`src/rtl/rv32_pkg.sv`:
```
// Shared widths and write-back source encoding for the integer register file datapath.
package rv32_pkg;
  localparam int XLEN     = 32;
  localparam int REG_AW   = 5;
  localparam int NUM_REGS = 32;

  typedef enum logic [1:0] {
    WB_NONE,
    WB_ALU,
    WB_LD
  } wb_src_t;
endpackage

```
`src/rtl/wb_load_fifo.sv`:
```
// Small FIFO buffering load results ({rd,data}) that lose write-port arbitration.
module wb_load_fifo #(
  parameter int DW    = 37,
  parameter int DEPTH = 2
) (
  input  logic          clk,
  input  logic          rst_n,
  input  logic          push,
  input  logic          pop,
  input  logic [DW-1:0] din,
  output logic [DW-1:0] head,
  output logic          full,
  output logic          empty
);
  localparam int AW = $clog2(DEPTH);

  logic [AW:0]   wptr, rptr;
  logic [DW-1:0] mem [DEPTH];
  logic          do_push, do_pop;

  // Extra pointer bit distinguishes full from empty when the index bits match.
  assign empty   = (wptr == rptr);
  assign full    = (wptr[AW] != rptr[AW]) && (wptr[AW-1:0] == rptr[AW-1:0]);
  assign do_pop  = pop && !empty;
  assign do_push = push && (!full || do_pop);
  assign head    = mem[rptr[AW-1:0]];

  always_ff @(posedge clk or negedge rst_n) begin
    if (!rst_n) begin
      wptr <= '0;
      rptr <= '0;
    end else begin
      if (do_push) wptr <= wptr + (AW+1)'(1);
      if (do_pop)  rptr <= rptr + (AW+1)'(1);
    end
  end

  always_ff @(posedge clk) begin
    if (do_push) mem[wptr[AW-1:0]] <= din;
  end
endmodule

```
`src/rtl/rf_writeback_unit.sv`:
```
// Single writer of the regfile write port: ALU/load arbitration, pending-load scoreboard
// and forwarding of the write in flight.
module rf_writeback_unit
  import rv32_pkg::*;
#(
  parameter int XLEN     = rv32_pkg::XLEN,
  parameter int REG_AW   = rv32_pkg::REG_AW,
  parameter int LD_DEPTH = 2
) (
  input  logic              clk,
  input  logic              rst_n,
  input  logic              alu_valid,
  input  logic [REG_AW-1:0] alu_rd,
  input  logic [XLEN-1:0]   alu_data,
  input  logic              ld_issue,
  input  logic [REG_AW-1:0] ld_issue_rd,
  input  logic              ld_valid,
  output logic              ld_ready,
  input  logic [REG_AW-1:0] ld_rd,
  input  logic [XLEN-1:0]   ld_data,
  input  logic [REG_AW-1:0] rs1,
  input  logic [REG_AW-1:0] rs2,
  output logic              rs1_busy,
  output logic              rs2_busy,
  output logic              rs1_fwd_valid,
  output logic              rs2_fwd_valid,
  output logic [XLEN-1:0]   rs1_fwd_data,
  output logic [XLEN-1:0]   rs2_fwd_data,
  output logic              wb_we,
  output logic [REG_AW-1:0] wb_rd,
  output logic [XLEN-1:0]   wb_data,
  output logic [NUM_REGS-1:0] busy_vec
);
  logic                     fifo_full, fifo_empty, fifo_push, fifo_pop;
  logic [REG_AW+XLEN-1:0]   fifo_head;
  logic                     ld_acc, bypass_p0, vld_p0;
  wb_src_t                  src_p0;
  logic [REG_AW-1:0]        rd_p0;
  logic [XLEN-1:0]          data_p0;
  logic [NUM_REGS-1:0]      set_mask, clr_mask, busy_nxt;
  logic                     vld_p1;
  logic [REG_AW-1:0]        rd_p1;
  logic [XLEN-1:0]          data_p1;
  logic [NUM_REGS-1:0]      busy_p1;

  wb_load_fifo #(.DW(REG_AW+XLEN), .DEPTH(LD_DEPTH)) u_fifo (
    .clk   (clk),
    .rst_n (rst_n),
    .push  (fifo_push),
    .pop   (fifo_pop),
    .din   ({ld_rd, ld_data}),
    .head  (fifo_head),
    .full  (fifo_full),
    .empty (fifo_empty)
  );

  assign ld_ready = !fifo_full;
  assign ld_acc   = ld_valid && ld_ready;

  // Stage p0: pick the write-port winner (ALU, buffered load, bypassed load)
  always_comb begin
    src_p0    = WB_NONE;
    rd_p0     = '0;
    data_p0   = '0;
    fifo_pop  = 1'b0;
    bypass_p0 = 1'b0;
    if (alu_valid) begin
      src_p0  = WB_ALU;
      rd_p0   = alu_rd;
      data_p0 = alu_data;
    end else if (!fifo_empty) begin
      src_p0           = WB_LD;
      {rd_p0, data_p0} = fifo_head;
      fifo_pop         = 1'b1;
    end else if (ld_acc) begin
      src_p0    = WB_LD;
      rd_p0     = ld_rd;
      data_p0   = ld_data;
      bypass_p0 = 1'b1;
    end
  end

  assign fifo_push = ld_acc && !bypass_p0;
  assign vld_p0    = (src_p0 != WB_NONE) && (rd_p0 != '0);

  always_comb begin
    set_mask = '0;
    clr_mask = '0;
    if (ld_issue)          set_mask[ld_issue_rd] = 1'b1;
    if (src_p0 == WB_LD)   clr_mask[rd_p0]       = 1'b1;
    busy_nxt    = (busy_p1 & ~clr_mask) | set_mask;
    busy_nxt[0] = 1'b0;
  end

  // Stage p1: registered regfile write and scoreboard
  always_ff @(posedge clk or negedge rst_n) begin
    if (!rst_n) begin
      vld_p1  <= 1'b0;
      rd_p1   <= '0;
      data_p1 <= '0;
      busy_p1 <= '0;
    end else begin
      vld_p1  <= vld_p0;
      busy_p1 <= busy_nxt;
      if (vld_p0) begin
        rd_p1   <= rd_p0;
        data_p1 <= data_p0;
      end
    end
  end

  assign wb_we    = vld_p1;
  assign wb_rd    = rd_p1;
  assign wb_data  = data_p1;
  assign busy_vec = busy_p1;

  assign rs1_busy      = (rs1 != '0) && busy_p1[rs1];
  assign rs2_busy      = (rs2 != '0) && busy_p1[rs2];
  assign rs1_fwd_valid = vld_p1 && (rd_p1 == rs1) && (rs1 != '0);
  assign rs2_fwd_valid = vld_p1 && (rd_p1 == rs2) && (rs2 != '0);
  assign rs1_fwd_data  = data_p1;
  assign rs2_fwd_data  = data_p1;
endmodule

```
`config.mk`:
```
export PLATFORM = sky130hd
export DESIGN_NAME = rf_writeback_unit
export DESIGN_NICKNAME = d
export VERILOG_FILES = /design/src/rtl/rv32_pkg.sv /design/src/rtl/wb_load_fifo.sv /design/src/rtl/rf_writeback_unit.sv
export SDC_FILE = /design/constraint.sdc
export NUM_CORES = 1
export LEC_CHECK = 0
export BUFFER_PORTS_ARGS = -buffer_cell sky130_fd_sc_hd__buf_4
export CAP_MARGIN = 10
export CORE_ASPECT_RATIO = 1.2
export CORE_MARGIN = 4
export CORE_UTILIZATION = 40
export CTS_CLUSTER_DIAMETER = 100
export DETAILED_ROUTE_END_ITERATION = 8
export SLEW_MARGIN = 5
export SYNTH_ARGS = -nofsm -noshare
export SYNTH_HDL_FRONTEND = slang
export SYNTH_SLANG_ARGS = --single-unit
```
`constraint.sdc`:
```
create_clock -name clk -period 5.3 [get_ports clk]
set_input_delay 0.53 -clock clk [delete_from_list [all_inputs] [get_ports clk]]
set_output_delay 0.53 -clock clk [all_outputs]
set_load 0.01 [all_outputs]
```
==> results.json <==
{
  "dr_wl_met3_um": 1400,
  "r2r_start": "u_fifo.rptr[0]$_DFFE_PN0P_",
  "synth_area_leaders": "edfxtp_1 (30%), dfrtp_1 (24%), buf_4 (6.5%)",
  "clkLatencyLatePin_ns": 0.41,
  "cts_setup_buffers": 0,
  "layout_min_cycle_time_ns": 3.57,
  "multi_input_area_um2": 2780,
  "synth_area_um2": 7530,
  "fin_setup_tns_ns": 0,
  "fmax_ghz": 0.280,
  "io_buffers": 231,
  "initial_core_util": 0.411,
  "slew_violations": 0,
  "maxCapViolCount": 0,
  "die_h_um": 158,
  "ys_seq_area_frac": 0.538,
  "dpl.hpwl_um": 14400,
  "grt_use_total": 0.189,
  "synth_warnings": 0,
  "n_antenna_cell": 0,
  "io_pins": 233,
  "crit_arrival_ns": 3.92,
  "cts_root_buf": "clkbuf_16",
  "area_growth_pct": 26.7,
  "drt-total-wl_um": 20100,
  "final_nets": 855,
  "wire_per_inst_um": 19.6,
  "hold_path.class": "input port to asynchronous set/reset pin",
  "ys_ff_latch": 147,
  "drc": 0,
  "vias": 5478,
  "synth_top_area_share": 0.295,
  "irDropWorstVdd_mv": 0.273,
  "drt-initial-drc-count": 360,
  "worst-path-max-fanout": 25,
  "cts_buffers": 17,
  "r2r_slack_ns": 1.73,
  "fp-row-count": 54,
  "async_flop_share": 0.497,
  "powerDensity_nw_per_um2": 628,
  "ys.flop_type": "edfxtp_1",
  "leakage_uw": 0.00411,
  "antenna_found_initial": 0,
  "mostFrequentLayoutCells": "buf_4 (234), o21ai_0 (78), edfxtp_1 (74)",
  "hold_violations": 0,
  "setup_viol": 0,
  "ant_nets": 0,
  "fill_cells": 1585,
  "synth_edf_count": 74,
  "cts_resized": 0,
  "end_kind": "register",
  "seqCellArea_um2": 4050,
  "fin_util": 0.521,
  "cp-start-kind": "register",
  "rsz0062_at_grt": "false",
  "worst_ep_required_time_ns": 5.65,
  "relSlewSlack": 0.300,
  "cts.sinks": 147,
  "period_share": 0.673,
  "clockBufferDepth": 2,
  "dp_slack_ns": 1.53,
  "die-area_um2": 21100,
  "highest_layer": "met4",
  "clkTransAtPathRegs_ns": 0.06,
  "grt_max_degree": 78,
  "dr.pass1.iters": 5,
  "met1Wirelength_um": 8040,
  "clock_skew_ns": 0.00656,
  "synth_area_per_cell_um2": 12.5,
  "drive_gt1_frac": 0.456,
  "die_x_um": 133,
  "cts_tree": "done",
  "r2r_end": "rs1_fwd_data[22]$_DFFE_PN0P_",
  "setup_ws_ns": 1.73,
  "status": "completed",
  "worstRegToRegCells": 6,
  "cts_max_level": 4,
  "gp_congestion": 0.872,
  "crit_type": "register to register",
  "overflow": 0,
  "ctsHoldBuffers": 0,
  "grt_first_pass_wirelength_um": 31200,
  "grt_pass1_vias": 5696,
  "dr_wl_met2_um": 10300,
  "syn-num-nets": 695,
  "synth_cells": 601,
  "synth_top_area_cell": "edfxtp_1",
  "worst_pin_slew_ns": 1.05,
  "via_per_inst": 5.34,
  "synth.distinct_cells": 41,
  "layout_commonest_cell": "buf_4",
  "coreArea_um2": 18300
}
-- final cells by class --
cell class,instances,share of cell area
Clock inverter,14,0.0121
Multi-Input combinational cell,337,0.292
Inverter,24,0.00945
Timing Repair Buffer,234,0.184
Clock buffer,18,0.0450
Tap cell,252,0.0331
Sequential cell,147,0.425
-- critical path, cell delays in order, from the launching register on --
cell	delay (ns)
dfrtp_2	0.62
xnor2_1	0.51
nand2_1	0.68
nor2_2	1.06
a221oi_1	0.29
a21oi_1	0.18
mux2_4	0.16
-- cell usage after synthesis, types with 17 or more instances --
| cell type | count |
|---|---|
| dfrtp_1 | 73 |
| mux2_4 | 29 |
| o21ai_0 | 78 |
| clkbuf_1 | 18 |
| inv_1 | 23 |
| nor2_1 | 17 |
| buf_4 | 65 |
| edfxtp_1 | 74 |
| nand2_1 | 20 |
| a21oi_1 | 25 |
| mux2_2 | 31 |
| mux4_2 | 18 |
| a221oi_1 | 24 |
-- cell families after synthesis --
kind of cell / after synthesis / synth area share
DFF: 147 / 0.538
xor gates and xnor gates: 16 / 0.0186
buffers and inverters: 117 / 0.0939
muxes: 92 / 0.177
AOI/OAI and AO/OA: 150 / 0.118
and+or+nand+nor: 78 / 0.0542
other: 1 / 0.000498
-- how the worst max path moves through the flow --
stage | from | end | depth (start not counted)
6_report | u_fifo.rptr[0]$_DFFE_PN0P_ | rs1_fwd_data[22]$_DFFE_PN0P_ | 6
4_1_cts | u_fifo.rptr[0]$_DFFE_PN0P_ | rs1_fwd_data[22]$_DFFE_PN0P_ | 6
3_5_place_dp | alu_valid | rs1_fwd_data[19]$_DFFE_PN0P_ | 8
2_1_floorplan | alu_valid | u_fifo.mem[0][0]$_DFFE_PP_ | 4
5_1_grt | u_fifo.rptr[0]$_DFFE_PN0P_ | rs1_fwd_data[5]$_DFFE_PN0P_ | 6
3_3_place_gp | alu_valid | rs1_fwd_data[25]$_DFFE_PN0P_ | 8
-- power by group --
group | switching [µW] | internal, µW
combinational | 1360 | 1400
clock | 467 | 641
sequential | 417 | 1710
-- per-stage QoR --
step           total power, µW  std cells  hold WS (ns)  instance area [µm²]
6_report                  5990       1026         0.262                 9540
5_1_grt                   6370       1026         0.285                 9540
4_1_cts                   6060       1026         0.288                 9540
3_5_place_dp              4940        994         0.516                 8990
3_3_place_gp              4880        994         0.511                 8990
2_1_floorplan             3920        601         0.234                 7530
-- layer usage --
metal / global-route usage / vias to the layer above
met5: 0 / -
met4: 0.0573 / 0
met3: 0.0496 / 21
met2: 0.334 / 227
met1: 0.229 / 2734
li1: - / 2496
-- flip-flops by register name, summed over array words and instances, names as in the netlist --
register and cells:
wb_we 1, u_fifo.wptr 2, busy_vec 31, rs1_fwd_data 32, u_fifo.mem 74, u_fifo.rptr 2, wb_rd 5
No activity file was read; power rests on OpenSTA's default activity.
